`config.mk`:
```
export PLATFORM = sky130hd
export DESIGN_NAME = key_schedule_ctrl_flat
export DESIGN_NICKNAME = d
export VERILOG_FILES = /design/src/rtl/key_schedule_ctrl_if.sv /design/src/rtl/key_schedule_ctrl.sv /design/src/flat_wrapper.sv
export SDC_FILE = /design/constraint.sdc
export NUM_CORES = 1
export LEC_CHECK = 0
export ABC_AREA = 1
export BUFFER_PORTS_ARGS = -buffer_cell sky130_fd_sc_hd__buf_2
export CAP_MARGIN = 5
export CORE_MARGIN = 4
export CORE_UTILIZATION = 45
export CTS_BUF_LIST = sky130_fd_sc_hd__clkbuf_8
export DETAILED_ROUTE_END_ITERATION = 8
export GPL_ROUTABILITY_DRIVEN = 0
export HOLD_SLACK_MARGIN = 0.05
export PLACE_DENSITY = 0.66
export SETUP_SLACK_MARGIN = 0.05
export SYNTH_ARGS = -nofsm -noshare
export SYNTH_HDL_FRONTEND = slang
export SYNTH_SLANG_ARGS = --single-unit
```
`constraint.sdc`:
```
create_clock -name clk -period 2.1 [get_ports clk]
set_input_delay 0.42 -clock clk [delete_from_list [all_inputs] [get_ports clk]]
set_output_delay 0.42 -clock clk [all_outputs]
set_load 0.02 [all_outputs]
```
`src/rtl/key_schedule_ctrl_if.sv`:
```
`default_nettype none
// ============================================================================
// Module      : key_schedule_ctrl_if
// Description : Bundle between the cipher control / key-register datapath and
//               the key schedule sequencer. The master side issues start
//               (and stall when KEYCTRL_STALL_EN is defined); the slave side
//               is the sequencer, which drives the strobes and status.
// Options     : KEYCTRL_STALL_EN adds the stall signal.
// Revision    : 1.0 - initial release
// ============================================================================
interface key_schedule_ctrl_if;

    logic       start;
`ifdef KEYCTRL_STALL_EN
    logic       stall;
`endif
    logic       en;
    logic       doSboxIn;
    logic       doFirstSubkey;
    logic       doKeyFirstCol;
    logic       doKeyOtherCol;
    logic       keyLoadReady;
    logic [7:0] rcon;
    logic       rconValid;
    logic       subkeyValid;
    logic [3:0] round;
    logic [3:0] byteIdx;
    logic       busy;
    logic       done;

    // Cipher control side: requests schedules, observes strobes and status
    modport master (
        output start,
`ifdef KEYCTRL_STALL_EN
        output stall,
`endif
        input  en,
        input  doSboxIn,
        input  doFirstSubkey,
        input  doKeyFirstCol,
        input  doKeyOtherCol,
        input  keyLoadReady,
        input  rcon,
        input  rconValid,
        input  subkeyValid,
        input  round,
        input  byteIdx,
        input  busy,
        input  done
    );

    // Sequencer side
    modport slave (
        input  start,
`ifdef KEYCTRL_STALL_EN
        input  stall,
`endif
        output en,
        output doSboxIn,
        output doFirstSubkey,
        output doKeyFirstCol,
        output doKeyOtherCol,
        output keyLoadReady,
        output rcon,
        output rconValid,
        output subkeyValid,
        output round,
        output byteIdx,
        output busy,
        output done
    );

endinterface
`default_nettype wire

```
`src/rtl/key_schedule_ctrl.sv`:
```
`default_nettype none
// ============================================================================
// Module      : key_schedule_ctrl
// Description : Sequencer for the byte-serial AES-128 key-register unit.
//               Runs key load (16 cycles), round-key-0 emission (16 cycles)
//               and ten expansion rounds (SBOX 4, FCOL 4, OCOL 12 cycles),
//               generating the round constant and round-key-byte valid.
// Options     : KEYCTRL_STALL_EN - adds a stall input that freezes the
//               schedule and masks every strobe while high.
// Revision    : 1.0 - initial release
// ============================================================================
module key_schedule_ctrl (
    input  wire logic           clk,
    input  wire logic           rst_n,
    key_schedule_ctrl_if.slave  ctrl
);

    // ------------------------------------------------------------------------
    // State encoding and phase lengths (expressed as last byteIdx value)
    // ------------------------------------------------------------------------
    localparam logic [2:0] S_IDLE  = 3'd0;
    localparam logic [2:0] S_LOAD  = 3'd1;
    localparam logic [2:0] S_FIRST = 3'd2;
    localparam logic [2:0] S_SBOX  = 3'd3;
    localparam logic [2:0] S_FCOL  = 3'd4;
    localparam logic [2:0] S_OCOL  = 3'd5;

    localparam logic [3:0] LOAD_LAST  = 4'd15;
    localparam logic [3:0] FIRST_LAST = 4'd15;
    localparam logic [3:0] SBOX_LAST  = 4'd3;
    localparam logic [3:0] FCOL_LAST  = 4'd3;
    localparam logic [3:0] OCOL_LAST  = 4'd11;
    localparam logic [3:0] LAST_ROUND = 4'd10;
    localparam logic [7:0] RCON_INIT  = 8'h01;

    // GF(2^8) multiply-by-two used to step the round constant
    function automatic logic [7:0] xtime(input logic [7:0] b);
        xtime = {b[6:0], 1'b0} ^ (b[7] ? 8'h1B : 8'h00);
    endfunction

    logic [2:0] state_q,    state_d;
    logic [3:0] byte_idx_q, byte_idx_d;
    logic [3:0] round_q,    round_d;
    logic [7:0] rcon_q,     rcon_d;
    logic       done_q,     done_d;

    logic       stall_w;
    logic       start_req_w;

`ifdef KEYCTRL_STALL_EN
    // A start that arrives while stalled in IDLE is remembered and accepted
    // once the stall drops, so a one-cycle request is never lost.
    logic       start_pend_q, start_pend_d;

    assign stall_w     = ctrl.stall;
    assign start_req_w = ctrl.start | start_pend_q;

    // Remember a start request seen in IDLE while stalled
    always_comb begin
        start_pend_d = start_pend_q;
        if (state_q == S_IDLE && stall_w && ctrl.start && !done_q) begin
            start_pend_d = 1'b1;
        end
        if (state_q == S_IDLE && state_d == S_LOAD) begin
            start_pend_d = 1'b0;
        end
    end

    // Pending-start register
    always_ff @(posedge clk or negedge rst_n) begin
        if (!rst_n) begin
            start_pend_q <= 1'b0;
        end else begin
            start_pend_q <= start_pend_d;
        end
    end
`else
    assign stall_w     = 1'b0;
    assign start_req_w = ctrl.start;
`endif

    // ------------------------------------------------------------------------
    // Next-state logic: byteIdx counts within a phase and clears on every
    // phase change; a stall holds everything, including a pending done pulse.
    // ------------------------------------------------------------------------
    always_comb begin
        state_d    = state_q;
        byte_idx_d = byte_idx_q;
        round_d    = round_q;
        rcon_d     = rcon_q;
        done_d     = 1'b0;

        if (stall_w) begin
            done_d = done_q;
        end else begin
            case (state_q)
                S_IDLE: begin
                    // The done cycle is already IDLE, but a start coinciding
                    // with it is dropped so back-to-back runs need a gap.
                    if (start_req_w && !done_q) begin
                        state_d    = S_LOAD;
                        byte_idx_d = 4'd0;
                        round_d    = 4'd0;
                    end
                end
                S_LOAD: begin
                    if (byte_idx_q == LOAD_LAST) begin
                        state_d    = S_FIRST;
                        byte_idx_d = 4'd0;
                        round_d    = 4'd0;
                    end else begin
                        byte_idx_d = byte_idx_q + 4'd1;
                    end
                end
                S_FIRST: begin
                    if (byte_idx_q == FIRST_LAST) begin
                        state_d    = S_SBOX;
                        byte_idx_d = 4'd0;
                        round_d    = 4'd1;
                        rcon_d     = RCON_INIT;
                    end else begin
                        byte_idx_d = byte_idx_q + 4'd1;
                    end
                end
                S_SBOX: begin
                    if (byte_idx_q == SBOX_LAST) begin
                        state_d    = S_FCOL;
                        byte_idx_d = 4'd0;
                    end else begin
                        byte_idx_d = byte_idx_q + 4'd1;
                    end
                end
                S_FCOL: begin
                    if (byte_idx_q == FCOL_LAST) begin
                        state_d    = S_OCOL;
                        byte_idx_d = 4'd0;
                    end else begin
                        byte_idx_d = byte_idx_q + 4'd1;
                    end
                end
                S_OCOL: begin
                    if (byte_idx_q == OCOL_LAST) begin
                        byte_idx_d = 4'd0;
                        if (round_q == LAST_ROUND) begin
                            state_d = S_IDLE;
                            done_d  = 1'b1;
                        end else begin
                            state_d = S_SBOX;
                            round_d = round_q + 4'd1;
                            rcon_d  = xtime(rcon_q);
                        end
                    end else begin
                        byte_idx_d = byte_idx_q + 4'd1;
                    end
                end
                default: begin
                    state_d    = S_IDLE;
                    byte_idx_d = 4'd0;
                end
            endcase
        end
    end

    // State, counters, round constant and completion pulse registers
    always_ff @(posedge clk or negedge rst_n) begin
        if (!rst_n) begin
            state_q    <= S_IDLE;
            byte_idx_q <= 4'd0;
            round_q    <= 4'd0;
            rcon_q     <= RCON_INIT;
            done_q     <= 1'b0;
        end else begin
            state_q    <= state_d;
            byte_idx_q <= byte_idx_d;
            round_q    <= round_d;
            rcon_q     <= rcon_d;
            done_q     <= done_d;
        end
    end

    // ------------------------------------------------------------------------
    // Output decode: strobes come only from registered state, so exactly one
    // of them can be high; stall masks them without touching the state.
    // ------------------------------------------------------------------------
    logic run_w;
    assign run_w = !stall_w;

    assign ctrl.en            = run_w && (state_q == S_LOAD);
    assign ctrl.keyLoadReady  = run_w && (state_q == S_LOAD);
    assign ctrl.doFirstSubkey = run_w && (state_q == S_FIRST);
    assign ctrl.doSboxIn      = run_w && (state_q == S_SBOX);
    assign ctrl.doKeyFirstCol = run_w && (state_q == S_FCOL);
    assign ctrl.doKeyOtherCol = run_w && (state_q == S_OCOL);
    assign ctrl.subkeyValid   = run_w && ((state_q == S_FIRST) ||
                                          (state_q == S_FCOL)  ||
                                          (state_q == S_OCOL));
    assign ctrl.rconValid     = run_w && (state_q == S_FCOL) && (byte_idx_q == 4'd0);
    assign ctrl.rcon          = rcon_q;
    assign ctrl.round         = round_q;
    assign ctrl.byteIdx       = byte_idx_q;
    assign ctrl.busy          = (state_q != S_IDLE);
    assign ctrl.done          = run_w && done_q;

endmodule
`default_nettype wire

```
`src/flat_wrapper.sv`:
```
// flat-port wrapper written by rule: the top's interface ports become plain ports
module key_schedule_ctrl_flat 
  (clk, rst_n, ctrl_start, ctrl_en, ctrl_doSboxIn, ctrl_doFirstSubkey, ctrl_doKeyFirstCol, ctrl_doKeyOtherCol, ctrl_keyLoadReady, ctrl_rcon, ctrl_rconValid, ctrl_subkeyValid, ctrl_round, ctrl_byteIdx, ctrl_busy, ctrl_done);
  key_schedule_ctrl_if ctrl_i ();
  input  wire logic clk;
  input  wire logic rst_n;
  input wire logic [$bits(ctrl_i.start)-1:0] ctrl_start;
  output wire logic [$bits(ctrl_i.en)-1:0] ctrl_en;
  output wire logic [$bits(ctrl_i.doSboxIn)-1:0] ctrl_doSboxIn;
  output wire logic [$bits(ctrl_i.doFirstSubkey)-1:0] ctrl_doFirstSubkey;
  output wire logic [$bits(ctrl_i.doKeyFirstCol)-1:0] ctrl_doKeyFirstCol;
  output wire logic [$bits(ctrl_i.doKeyOtherCol)-1:0] ctrl_doKeyOtherCol;
  output wire logic [$bits(ctrl_i.keyLoadReady)-1:0] ctrl_keyLoadReady;
  output wire logic [$bits(ctrl_i.rcon)-1:0] ctrl_rcon;
  output wire logic [$bits(ctrl_i.rconValid)-1:0] ctrl_rconValid;
  output wire logic [$bits(ctrl_i.subkeyValid)-1:0] ctrl_subkeyValid;
  output wire logic [$bits(ctrl_i.round)-1:0] ctrl_round;
  output wire logic [$bits(ctrl_i.byteIdx)-1:0] ctrl_byteIdx;
  output wire logic [$bits(ctrl_i.busy)-1:0] ctrl_busy;
  output wire logic [$bits(ctrl_i.done)-1:0] ctrl_done;
  assign ctrl_i.start = ctrl_start;
  assign ctrl_en = ctrl_i.en;
  assign ctrl_doSboxIn = ctrl_i.doSboxIn;
  assign ctrl_doFirstSubkey = ctrl_i.doFirstSubkey;
  assign ctrl_doKeyFirstCol = ctrl_i.doKeyFirstCol;
  assign ctrl_doKeyOtherCol = ctrl_i.doKeyOtherCol;
  assign ctrl_keyLoadReady = ctrl_i.keyLoadReady;
  assign ctrl_rcon = ctrl_i.rcon;
  assign ctrl_rconValid = ctrl_i.rconValid;
  assign ctrl_subkeyValid = ctrl_i.subkeyValid;
  assign ctrl_round = ctrl_i.round;
  assign ctrl_byteIdx = ctrl_i.byteIdx;
  assign ctrl_busy = ctrl_i.busy;
  assign ctrl_done = ctrl_i.done;
  key_schedule_ctrl u_core (.clk(clk), .rst_n(rst_n), .ctrl(ctrl_i));
endmodule
```
==> run_results.csv <==
group,metric,value,unit
run_status,status,"finished clean",
clock_tree,clk_pin_slew,0.07,ns
finish,final_nets,217,
placement,placed_cells,236,
routing,drt_iter0_drc,75,
clock_tree,cts_tree,"built",
hold_path,hp-class,"in2async",
synth,seq_area_frac_synth,36.3,%
critical_path,r2r-start,"u_core.ctrl.byteIdx[0]",
clock_tree,cts_buffers,3,
floorplanning,ios,29,
critical_path,crit_required,1.68,ns
global_routing,overflow,0,
timing,hold_violations,0,
floorplanning,start_util,48.5,%
critical_path,cp-end-kind,"output pin",
critical_path,r2r_cells,8,
clock_tree,post_cts_resized,0,
finish,final_layout_size_suffix_gt1_share,32.1,%
synth,synth-edff-count,0,
synth,postSynthCellCount,182,
global_routing,antenna_found_initial,0,
clock_tree,clockBufferDepth,2,
critical_path,startpoint_type,"flip-flop",
global_routing,grt_usage,17.7,%
timing,period_needed,1.85,ns
routing,wirelength,3160,um
timing,slew_headroom,70.8,%
global_routing,grt_max_degree,21,
pwr,ir_worst_vdd,0.854,mV
timing,fin_crit_sh,88.2,%
synth,synth_async_sr_flop_share,100,%
synth,synth.distinct_cells,29,
placement,numPortBuffers,28,
finish,fill_cells,291,
timing,slew_viol_final,0,
finish,instances_no_fill,240,
synth,synth-adder-area-share,3.62,%
critical_path,cp_max_fo,12,
timing,setup_viol,0,
timing,hold-worst-slack,0.0898,ns
pwr,power.density,1330,nW/um2
pwr,power.leakage,0.815,nW
floorplanning,row_count,19,
synth,yosys_warnings,0,
clock_tree,cts_max_level,1,
timing,clock.fmax,0.540,GHz
synth,synth_area,1380,um2
routing,antenna_left,0,
routing,viasPerCell,5.35,
timing,worst_pin_slew,0.438,ns
clock_tree,cts_setup_buffers,0,
synth,syn_nets,189,
routing,drt-wirelength-per-cell,13.2,um
routing,dr.pass1.iters,4,
routing,drcViolationCount,0,
floorplanning,core-area,2850,um2
critical_path,critPathLaunch,"u_core.state_q[1]",
synth,syn_avg_cell_area,7.60,um2
clock_tree,clk_latency,0.26,ns
job,maxCapViolations,0,
global_routing,grt_pass1_vias,1228,
synth,ys.flop_type,"dfrtp_1",
clock_tree,clockRootBuffer,"clkbuf_8",
timing,finalClockSkew,0.00127,ns
synth,synth-simple-area-share,42.1,%
finish,design_area,1590,um2
timing,tns,0,ns
pwr,totalPowerFinal,2.12,mW
placement,dp_hpwl,2460,um
synth,synth_top_family_by_area,"simple AND/OR/NAND/NOR gates",
routing,route.vias.total,1283,
floorplanning,die_w,63.5,um
floorplanning,die_h,63.5,um
synth,synth-xor-area-share,1.27,%
critical_path,r2r_end,"u_core.ctrl.rcon[1]",
floorplanning,die-area,4030,um2
synth,synth_compound_area_share,8.32,%
finish,area_delta_synth_final,15.0,%
critical_path,r2r_slack,0.37,ns
timing,rsz0062_at_grt,"no",
synth,ys_ff_latch,20,
critical_path,worst_ep_arrival_time,1.43,ns
critical_path,path_class,"reg2out",
clock_tree,cts.sinks,20,
finish,diodes,0,
global_routing,grt_pass1_wl,5670,um
synth,synth.area.mux_share,0,%
placement,dpl_cell_area,1520,um2
clock_tree,holdBufCountCts,0,
## layout make-up
cell class	instances	area [um2]	share of cell area, %
Timing Repair Buffer	28	140	8.80
Clock buffer	3	41.3	2.59
Clock inverter	1	30.0	1.89
Sequential cell	20	502	31.5
Inverter	19	73.8	4.64
Tap cell	31	38.8	2.44
Multi-Input combinational cell	138	766	48.1
## synth_stat cells, types with 3 or more instances
cell type | number | area (um2)
nand2_1 | 46 | 173
nand3_1 | 23 | 115
nor2_1 | 23 | 86.3
dfrtp_1 | 19 | 475
inv_1 | 14 | 52.6
nand2_2 | 9 | 56.3
o21ai_2 | 8 | 70.1
ha_1 | 4 | 50.1
inv_2 | 4 | 15.0
nand4_1 | 4 | 25.0
nor2_2 | 3 | 18.8
nor2_4 | 3 | 33.8
## kinds of logic after synthesis
family          after synthesis
fa+ha+maj                     4
simple gates                117
buf+inv                      24
compound gates               15
xor+xnor                      2
flops                        20
## through the flow
stage	worst slack [ns]	utilization (%)
floorplan	0.483	-
global placement	0.455	53.3
detailed placement	0.373	53.3
CTS	0.254	55.8
global route	0.121	55.8
finish	0.249	55.8
## worst max path at each step
stage	slack [ns]	to	depth (start not counted)
2_1_floorplan	0.48	ctrl_keyLoadReady	4
3_3_place_gp	0.46	u_core.ctrl.rcon[6]	8
3_5_place_dp	0.37	u_core.ctrl.rcon[4]	8
4_1_cts	0.25	ctrl_doKeyOtherCol	4
5_1_grt	0.12	ctrl_doKeyOtherCol	4
6_report	0.25	ctrl_doKeyOtherCol	4
## state kept, by name, indices dropped and copies added, names as in the netlist
register and count:
u_core.state_q 3, u_core.ctrl.done 1, u_core.ctrl.round 4, u_core.ctrl.byteIdx 4
u_core.ctrl.rcon 8
## power breakdown
part	switching [mW]	internal, mW
clock network	0.131	0.255
registers	0.131	0.466
logic	0.774	0.360
## worst max-delay path, cell delays in order, from the launching register on
cell and delay (ns):
dfrtp_1 0.48, inv_2 0.16, nand3_4 0.19, inv_4 0.15, buf_2 0.18
## metal layers
metal	global-route usage [%]	up-vias	wire, um
met2	28.9	41	1510
met1	22.9	597	1430
met3	4.26	8	177
met4	5.39	0	46
met5	0	-	0
li1	-	637	-
## layout by cell type (no fill, tap or decap)
cell / count
nand2_1: 46
buf_2: 28
nor2_1: 23
nand3_1: 23
dfrtp_1: 19
inv_1: 14
nand2_2: 9
o21ai_2: 8
inv_2: 4
nand4_1: 4
ha_1: 4
nor2_2: 3
nor2_4: 3
clkbuf_8: 3
nand3_2: 2
o21ai_0: 2
xnor2_1: 2
nand3_4: 1
inv_4: 1
nor3_1: 1
a21oi_1: 1
a21oi_2: 1
nor2_8: 1
o21bai_1: 1
nand4_2: 1
o21ai_1: 1
o2111ai_1: 1
bufinv_16: 1
dfstp_2: 1
Note: power is estimated with default switching activity, not from simulation.
